## config.mk

```make
export PLATFORM = sky130hd
export DESIGN_NAME = voice_scheduler
export DESIGN_NICKNAME = d
export VERILOG_FILES = /design/src/rtl/synth_pkg.sv /design/src/rtl/voice_regfile.sv /design/src/rtl/voice_scheduler.sv
export SDC_FILE = /design/constraint.sdc
export NUM_CORES = 1
export LEC_CHECK = 0
export ABC_CLOCK_PERIOD_IN_PS = 3340
export CORE_MARGIN = 2
export CORE_UTILIZATION = 55
export DETAILED_ROUTE_END_ITERATION = 8
export DONT_BUFFER_PORTS = 1
export PLACE_DENSITY_LB_ADDON = 0.2
export SETUP_SLACK_MARGIN = 0.1
export SLEW_MARGIN = 40
export SYNTH_ARGS = -nofsm -noshare
export SYNTH_HDL_FRONTEND = slang
export SYNTH_SLANG_ARGS = --single-unit
```

## constraint.sdc

```tcl
create_clock -name clk -period 3.34 [get_ports clk]
set_input_delay 0.334 -clock clk [delete_from_list [all_inputs] [get_ports clk]]
set_output_delay 0.334 -clock clk [all_outputs]
set_load 0.01 [all_outputs]
```

## src/rtl/synth_pkg.sv

```systemverilog
// -----------------------------------------------------------------------------
// synth_pkg
// Shared constants and types for the voice scheduler slice.
//   NUM_VOICES / *_W : default geometry of the scheduler and sine table
//   TBL_MID          : offset-binary midpoint of the sine table data
//   sched_state_t    : scheduler FSM states
// -----------------------------------------------------------------------------
package synth_pkg;

  localparam int NUM_VOICES = 4;
  localparam int PHASE_W    = 16;
  localparam int TBL_AW     = 8;
  localparam int TBL_DW     = 7;
  localparam int SAMPLE_W   = 16;

  // Table words are unsigned with this value representing zero amplitude.
  localparam int TBL_MID    = 64;

  typedef enum logic [1:0] {
    IDLE  = 2'd0,
    FETCH = 2'd1,
    ACCUM = 2'd2,
    DONE  = 2'd3
  } sched_state_t;

endpackage

```

## src/rtl/voice_regfile.sv

```systemverilog
// -----------------------------------------------------------------------------
// voice_regfile
// Per-voice phase increment, enable and phase accumulator registers.
//   clk, rst_n            : clock, async active-low reset
//   cfg_we/voice/inc/en   : configuration write port
//   vidx                  : voice currently served by the scheduler
//   advance               : step phase[vidx] by inc[vidx] (if enabled)
//   rd_phase, rd_en       : phase / enable of voice vidx (pre-update values)
// -----------------------------------------------------------------------------
module voice_regfile
  import synth_pkg::*;
#(
  parameter  int NUM_VOICES = synth_pkg::NUM_VOICES,
  parameter  int PHASE_W    = synth_pkg::PHASE_W,
  localparam int VW         = $clog2(NUM_VOICES)
) (
  input  logic               clk,
  input  logic               rst_n,
  input  logic               cfg_we,
  input  logic [VW-1:0]      cfg_voice,
  input  logic [PHASE_W-1:0] cfg_inc,
  input  logic               cfg_en,
  input  logic [VW-1:0]      vidx,
  input  logic               advance,
  output logic [PHASE_W-1:0] rd_phase,
  output logic               rd_en
);

  logic [PHASE_W-1:0] phase_q [NUM_VOICES];
  logic [PHASE_W-1:0] inc_q   [NUM_VOICES];
  logic               en_q    [NUM_VOICES];

  // NOTE: non-blocking assignments keep every register sampling the
  // pre-edge values, so a read in the same cycle always sees old state.
  always_ff @(posedge clk or negedge rst_n) begin
    if (!rst_n) begin
      // NOTE: these arrays are small register files, not RAM macros, so they
      // are reset explicitly; a disabled voice must start at phase 0.
      for (int i = 0; i < NUM_VOICES; i++) begin
        phase_q[i] <= '0;
        inc_q[i]   <= '0;
        en_q[i]    <= 1'b0;
      end
    end else begin
      if (advance && en_q[vidx]) begin
        phase_q[vidx] <= phase_q[vidx] + inc_q[vidx];
      end
      // Placed after the advance so a disabling write wins over a
      // same-cycle phase step and the voice lands at phase 0.
      if (cfg_we) begin
        inc_q[cfg_voice] <= cfg_inc;
        en_q[cfg_voice]  <= cfg_en;
        if (!cfg_en) begin
          phase_q[cfg_voice] <= '0;
        end
      end
    end
  end

  assign rd_phase = phase_q[vidx];
  assign rd_en    = en_q[vidx];

endmodule

```

## src/rtl/voice_scheduler.sv

```systemverilog
// -----------------------------------------------------------------------------
// voice_scheduler
// Shares one sine table among NUM_VOICES phase-accumulator voices and mixes
// them into one signed sample per frame request.
//   clk, rst_n        : clock, async active-low reset
//   frame_req         : one-cycle request for the next mixed sample
//   cfg_*             : per-voice increment / enable write port
//   tbl_addr/tbl_data : sine table read port (data one cycle after address)
//   sample/_valid     : registered mixed sample and its one-cycle strobe
//   busy              : frame in progress
//   overrun           : sticky, request arrived while busy
// -----------------------------------------------------------------------------
module voice_scheduler
  import synth_pkg::*;
#(
  parameter  int NUM_VOICES = synth_pkg::NUM_VOICES,
  parameter  int PHASE_W    = synth_pkg::PHASE_W,
  parameter  int TBL_AW     = synth_pkg::TBL_AW,
  parameter  int TBL_DW     = synth_pkg::TBL_DW,
  parameter  int SAMPLE_W   = synth_pkg::SAMPLE_W,
  localparam int VW         = $clog2(NUM_VOICES)
) (
  input  logic                clk,
  input  logic                rst_n,
  input  logic                frame_req,
  input  logic                cfg_we,
  input  logic [VW-1:0]       cfg_voice,
  input  logic [PHASE_W-1:0]  cfg_inc,
  input  logic                cfg_en,
  output logic [TBL_AW-1:0]   tbl_addr,
  input  logic [TBL_DW-1:0]   tbl_data,
  output logic [SAMPLE_W-1:0] sample,
  output logic                sample_valid,
  output logic                busy,
  output logic                overrun
);

  // Accumulator grows by log2(voices) bits so the full sum never overflows.
  localparam int ACC_W = TBL_DW + VW;
  localparam int SHIFT = SAMPLE_W - ACC_W;
  localparam logic [VW-1:0] LAST = VW'(NUM_VOICES - 1);
  localparam logic signed [TBL_DW:0] MID = (TBL_DW + 1)'(TBL_MID);

  sched_state_t state_q, state_d;
  logic [VW-1:0]            vidx_q;
  logic signed [ACC_W-1:0]  acc_q;
  logic [PHASE_W-1:0]       rd_phase;
  logic                     rd_en;
  logic signed [TBL_DW:0]   tap;

  voice_regfile #(
    .NUM_VOICES (NUM_VOICES),
    .PHASE_W    (PHASE_W)
  ) u_regfile (
    .clk       (clk),
    .rst_n     (rst_n),
    .cfg_we    (cfg_we),
    .cfg_voice (cfg_voice),
    .cfg_inc   (cfg_inc),
    .cfg_en    (cfg_en),
    .vidx      (vidx_q),
    .advance   (state_q == FETCH),
    .rd_phase  (rd_phase),
    .rd_en     (rd_en)
  );

  // The address goes out in FETCH with the pre-update phase; the data
  // returns in the following ACCUM cycle.
  assign tbl_addr = rd_phase[PHASE_W-1 -: TBL_AW];
  assign busy     = (state_q != IDLE);
  assign tap      = $signed({1'b0, tbl_data}) - MID;

  // NOTE: state_d gets a default before the case so no path leaves it
  // unassigned, which would otherwise infer a latch.
  always_comb begin
    state_d = state_q;
    unique case (state_q)
      IDLE:    if (frame_req) state_d = FETCH;
      FETCH:   state_d = ACCUM;
      ACCUM:   state_d = (vidx_q == LAST) ? DONE : FETCH;
      DONE:    state_d = IDLE;
      default: state_d = IDLE;
    endcase
  end

  always_ff @(posedge clk or negedge rst_n) begin
    if (!rst_n) begin
      state_q      <= IDLE;
      vidx_q       <= '0;
      acc_q        <= '0;
      sample       <= '0;
      sample_valid <= 1'b0;
      overrun      <= 1'b0;
    end else begin
      state_q      <= state_d;
      sample_valid <= (state_q == DONE);

      // Requests during DONE count as busy too; only IDLE starts a frame.
      if (frame_req && state_q != IDLE) begin
        overrun <= 1'b1;
      end

      unique case (state_q)
        IDLE: begin
          if (frame_req) begin
            vidx_q <= '0;
            acc_q  <= '0;
          end
        end
        ACCUM: begin
          if (rd_en) begin
            acc_q <= acc_q + ACC_W'(tap);
          end
          if (vidx_q != LAST) begin
            vidx_q <= vidx_q + VW'(1);
          end
        end
        DONE: begin
          // Sign-extend to the sample width, then scale to full range.
          sample <= SAMPLE_W'(acc_q) <<< SHIFT;
          vidx_q <= '0;
        end
        default: ;
      endcase
    end
  end

endmodule
```

After elaboration in Yosys (flattened, before gate mapping) --
Cells that the tools add are included. Widths: inputs -> output; s select.
Storage, ports and cells: flip-flop bits (word level) 156, bits in latches 0, RAM bits 0, bits in read-only memories 0, input port bits 30, output and inout bits 27, logic and storage cells 78, memories kept 0
Operators by class: add/sub/neg operators 4, $mul 0, divide/modulo/power cells 0, magnitude comparators 4, equality and inequality tests 8, shift operators 0, multiplexer cells 30, bitwise logic cells 4, reduce and logical (&&, ||, !) cells 10
Operators with widths (number):
- $mux 64 | 3
- $bwmux 64 | 2
- $mux 16 | 6
- $and 64x64->64 | 1
- $bmux 16 s2 | 2
- $demux 16 s2 | 2
- $not 64->64 | 1
- $mux 9 | 2
- $pmux 9 s2 | 1
- $add 16x16->16 | 1
- $add 9x8->9 | 1
- $mux 2 | 4
- $ne 2x2->1 const B | 4
- $pmux 2 s4 | 1
- $sub 7x7->8 const B | 1
- $eq 2x2->1 const B | 3
- $ge 3x3->1 const B | 2
- $lt 3x1->1 const B | 2
- $not 2->3 | 2
- $pmux 2 s3 | 1
- $reduce_and 3->1 | 2
- $bwmux 4 | 1
- $logic_and 1x1->1 | 4
- $reduce_bool 2->1 | 2
- 7 further kinds | 9

Logic depth before layout (Yosys ltp) --
depth in word-level cells 10, depth in mapped cells 11, depth with buffers taken out 9

By module --
From an unflattened synthesis, not the netlist that was laid out.
Unflattened totals: cells, all modules 709, area total of the unflattened synthesis 8101.5 um^2
By module, submodules not included:
- voice_regfile | times used 1, cells an instance 569, area each 6656.4 um^2, seq. area each 3303.2 um^2
- voice_scheduler | times used 1, cells an instance 140, area each 1445.1 um^2, seq. area each 600.6 um^2

Worst setup path after synthesis --
Ideal clock, no wire load.
kind register to register, from register vidx_q[0], to register u_regfile.phase_q[13] (netlist name), setup time 0.124 ns, arrival time 3.229 ns, required time 3.216 ns, setup slack -0.013 ns, cell stages (with the launch flop) 12, buffers on the path 3, clock period less this slack 3.353 ns, cell sequence dfrtp_1 -> buf_6 -> buf_1 -> mux4_2 -> ha_1 -> clkbuf_1 -> a211oi_1 -> o21ai_0 -> o211ai_1 -> a311oi_2 -> nand3_1 -> nor3b_1
On the way: cells in the longest elaborated chain, start to end 10, elaborated cells between the ends (all ways) 22, those cells by class add/sub (1); order compare (2); mux (15); bitwise (2); reduce/logical (2)
Ends and longest elaborated chain:
- start, declared | line voice_scheduler.sv:45 | logic [VW-1:0] vidx_q;
- start signal, assigned | line voice_scheduler.sv:115 | vidx_q <= vidx_q + VW'(1);
- $not 2->3 (not written as such) (*) | line voice_regfile.sv:45, voice_regfile.sv:46
- $bmux 16 s2, or another cell as far along | line voice_regfile.sv:46 | phase_q[vidx] <= phase_q[vidx] + inc_q[vidx];
- $mux 16 (not written as such) or $logic_and 1x1->1 (tied branches) | line voice_regfile.sv:46
- $mux 16 (not written as such) | line voice_regfile.sv:46
- $add 16x16->16 or $demux 16 s2 (tied branches) | line voice_regfile.sv:46
- $bwmux 64 | line voice_regfile.sv:46
- $mux 64 (*) | line voice_regfile.sv:45 | if (advance && en_q[vidx]) begin
- $and 64x64->64 (no source line)
- $mux 64 | line voice_regfile.sv:53 | if (!cfg_en) begin
- $mux 64 (*) | line voice_regfile.sv:50 | if (cfg_we) begin
- end signal, assigned by index | line voice_regfile.sv:46
- end, declared | line voice_regfile.sv:29 | logic [PHASE_W-1:0] phase_q [NUM_VOICES];
Mark *: on every way between the ends. The rest lies on a longest branch, timed or not. The select of a mux whose other input is x is not followed. A chain may end at the register's enable or synchronous reset.

Worst setup path after layout --
from register vidx_q[0], to register u_regfile.phase_q[63] (netlist name)
The elaborated chain is that of the path after synthesis.

==> impl_metrics.ini <==
[outcome]
outcome = complete, but fails checks
violations = hold timing

[synth]
synthFlopType = dfrtp_1
synth_commonest_cells = dfrtp_1, nand2_1, mux2_2
synthesis.area_um2 = 8100
ys_seq_area_frac = 0.482
postSynth.asyncResetShare = 1.00
synth_cell_types = 49
synth_area_leader_cell = dfrtp_1
synth_most_common_cell = dfrtp_1
syn-mean-instance-area_um2 = 11.3
yosys_warnings = 0
ys_ff_latch = 156
yosys.area.top_type_share = 0.482
synth_edf_count = 0
synth_cells = 715
synthTopCellsByArea = dfrtp_1, mux2_2, mux4_2

[grt]
grt_pass1_wl_um = 30600
grt_start_max_net_pins = 157
antenna_found_initial = 0
grt_pass1_vias = 5866
grt_overflow = 0
track_usage = 0.249

[sta]
whs_ps = -393
worst_pin_slew_ps = 570
slew_headroom = 0.619
tns_ps = 0
worst_slack_ps = 213
hold_violations = 156
fmax_ghz = 0.320
final.min_clock_period_ps = 3130
setup_viol = 0
skew_ps = 8.64
rsz0062_at_grt = true
finalCritPeriodShare = 0.936
maxSlewViolCount = 0

[hold_path]
hold_path_class = primary input to asynchronous set/reset pin

[detailed_routing]
routed_wl_um = 18600
drc = 0
dr.pass1.iters = 6
vias_per_cell = 6.17
vias = 5685
postRouteAntennaNets = 0
wl_per_cell_um = 20.2
drt_iter0_drc = 476

[power]
vdd_drop_max_mv = 0.474
power.density_nw_per_um2 = 944
pwr-share-comb = 0.453
netSwitchingFraction = 0.376
power_frac_clock = 0.212
p_seq_frac = 0.335
p_leak_nw = 3.90
finalPower_mw = 8.42
intPower_mw = 5.25
p_switching_mw = 3.17

[setup_path]
crit_slowest_cell = mux4_2
rrSetupSlack_ps = 210
crit_family = compound AO/OA/AOI/OAI gates
required_ps = 3620
cp_cell_sequence = buf_4 -> buf_4 -> mux4_2 -> ha_1 -> a21o_1 -> a21oi_1 -> a31o_2 -> a41oi_1 -> xnor2_2 -> a21oi_1
slowest_delay_ps = 590
arrival_ps = 3400
crit_buf_inv = 2
r2r-start = vidx_q[0]
startpoint = vidx_q[0]
worstSetupEndpointType = register
worstSetupPathType = register to register
cp-start-kind = register
path_max_fanout = 12

[clocking]
cts_buffers = 17
clk_pin_slew_worst_paths_ps = 60
clockBufferDepth = 2
cts_tree = done
clk_latency_ps = 420
cts_sinks = 156
h-tree-depth = 4
cts.root.buffer_cell = clkbuf_16

[cells_and_area]
nets = 784
synthToLayoutAreaGrowth_pct = 10.1
antenna_cells = 0
fillers = 1168
final_area_um2 = 8920
drive_above_1_share = 0.254

[placement]
dp_slack_ps = 141
place_congestion = 0.889
port_buffers = 0
placed_cell_area_um2 = 8310
hpwlAfterDp_um = 12800

[floorplan]
initial_core_util = 0.559
dieArea_um2 = 15700
fp-row-count = 44
core_area_um2 = 14500
die_h_um = 125
die_w_um = 125
num_io_pins = 57

[flow_run]
max_cap_viol_count = 0
-- cell usage in the layout (no fill, tap or decap), types with 2 or more instances in the layout --
cell type    n
mux4_2      33
nor3_1      26
nand3_1     19
o31ai_1      3
a21o_1      10
xnor2_1      6
xor2_1       6
fa_1         2
and2_1       2
conb_1       7
mux2i_1      2
nand4_1      2
ha_1        26
a21oi_1     52
clkinv_2     6
xnor2_2      3
dfrtp_1    155
a41oi_1      2
nor3b_1      7
clkbuf_1     3
nor2b_1      3
o21ai_0     44
a211oi_1    10
or3_1        2
clkbuf_8     3
a31o_2       2
buf_4       30
nor2_1      24
nand2_1     98
o21ai_1      3
clkbuf_16   17
inv_1       13
and3_1       9
mux2_2      72
o21ai_2      2
o21bai_1     4
o211ai_1     2
and2_4       3
nand2b_1     2
-- what timing repair did --
item	in CTS	in global routing
setup buffers	0	1
setup endpoints to repair	0	24
hold endpoints to repair	156	156
gates resized for setup	0	13
-- cell type report --
cell class	count	area [um^2]	area share
Timing Repair Buffer	31	236	0.0265
Sequential cell	156	3910	0.438
Clock buffer	23	478	0.0536
Tap cell	184	230	0.0258
Inverter	13	48.8	0.00547
Multi-Input combinational cell	506	3960	0.443
Clock inverter	8	67.6	0.00757
-- sequential cells by signal, indices dropped and copies added, names as in the netlist --
signal and cells:
sample_valid 1, sample 9, u_regfile.inc_q 64, overrun 1
acc_q 9, u_regfile.en_q 4, vidx_q 2, state_q 2
u_regfile.phase_q 64
-- per-stage QoR --
stage                util  instances
finish              0.616        921
global route        0.616        921
CTS                 0.611        920
detailed placement  0.574        889
global placement    0.573        888
floorplan               -        721
-- power by group through the flow --
stage / sequential (mW) / clock, mW / combinational, mW
4_1_cts: 2.82 / 1.82 / 3.64
3_5_place_dp: 2.85 / 0 / 3.60
5_1_grt: 2.89 / 1.90 / 4.21
3_3_place_gp: 2.81 / 0 / 3.50
6_report: 2.82 / 1.79 / 3.81
2_1_floorplan: 2.72 / 0 / 2.79
-- path summary, 6_finish.rpt --
path,endpoint,cells past startpoint
min in group clk,overrun,1
worst max register to register,u_regfile.phase_q[63],10
worst min register to register,u_regfile.en_q[3],2
worst min-delay path,acc_q[3],0
max in group asynchronous,state_q[0],0
worst max-delay path,u_regfile.phase_q[63],10
-- kinds of logic after synthesis --
family                     Yosys count  synth area share
and+or+nand+nor                    207             0.119
DFF                                156             0.482
AOI/OAI and AO/OA                  141             0.101
muxes                              107             0.194
buffers and inverters               59            0.0405
adders and majority gates           29            0.0466
xor gates and xnor gates            15            0.0162
other                                1          0.000463
-- per-layer routing --
metal  global-route usage  wire (um)  up-vias  share of wire
met2                0.390       8850      230           0.48
li1                     -          -     2592              -
met1                0.333       7800     2823           0.42
met4                0.102        480        0          0.026
met5                    0          0        -              0
met3               0.0655       1460       40          0.078
-- worst reg2reg max path, cell delays in order, from the launching register on --
cell,delay (ps)
dfrtp_2,480
buf_4,160
buf_4,240
mux4_2,600
ha_1,440
a21o_1,150
a21oi_1,80
a31o_2,260
a41oi_1,300
xnor2_2,180
a21oi_1,100
No activity file was read; power rests on OpenSTA's default activity.
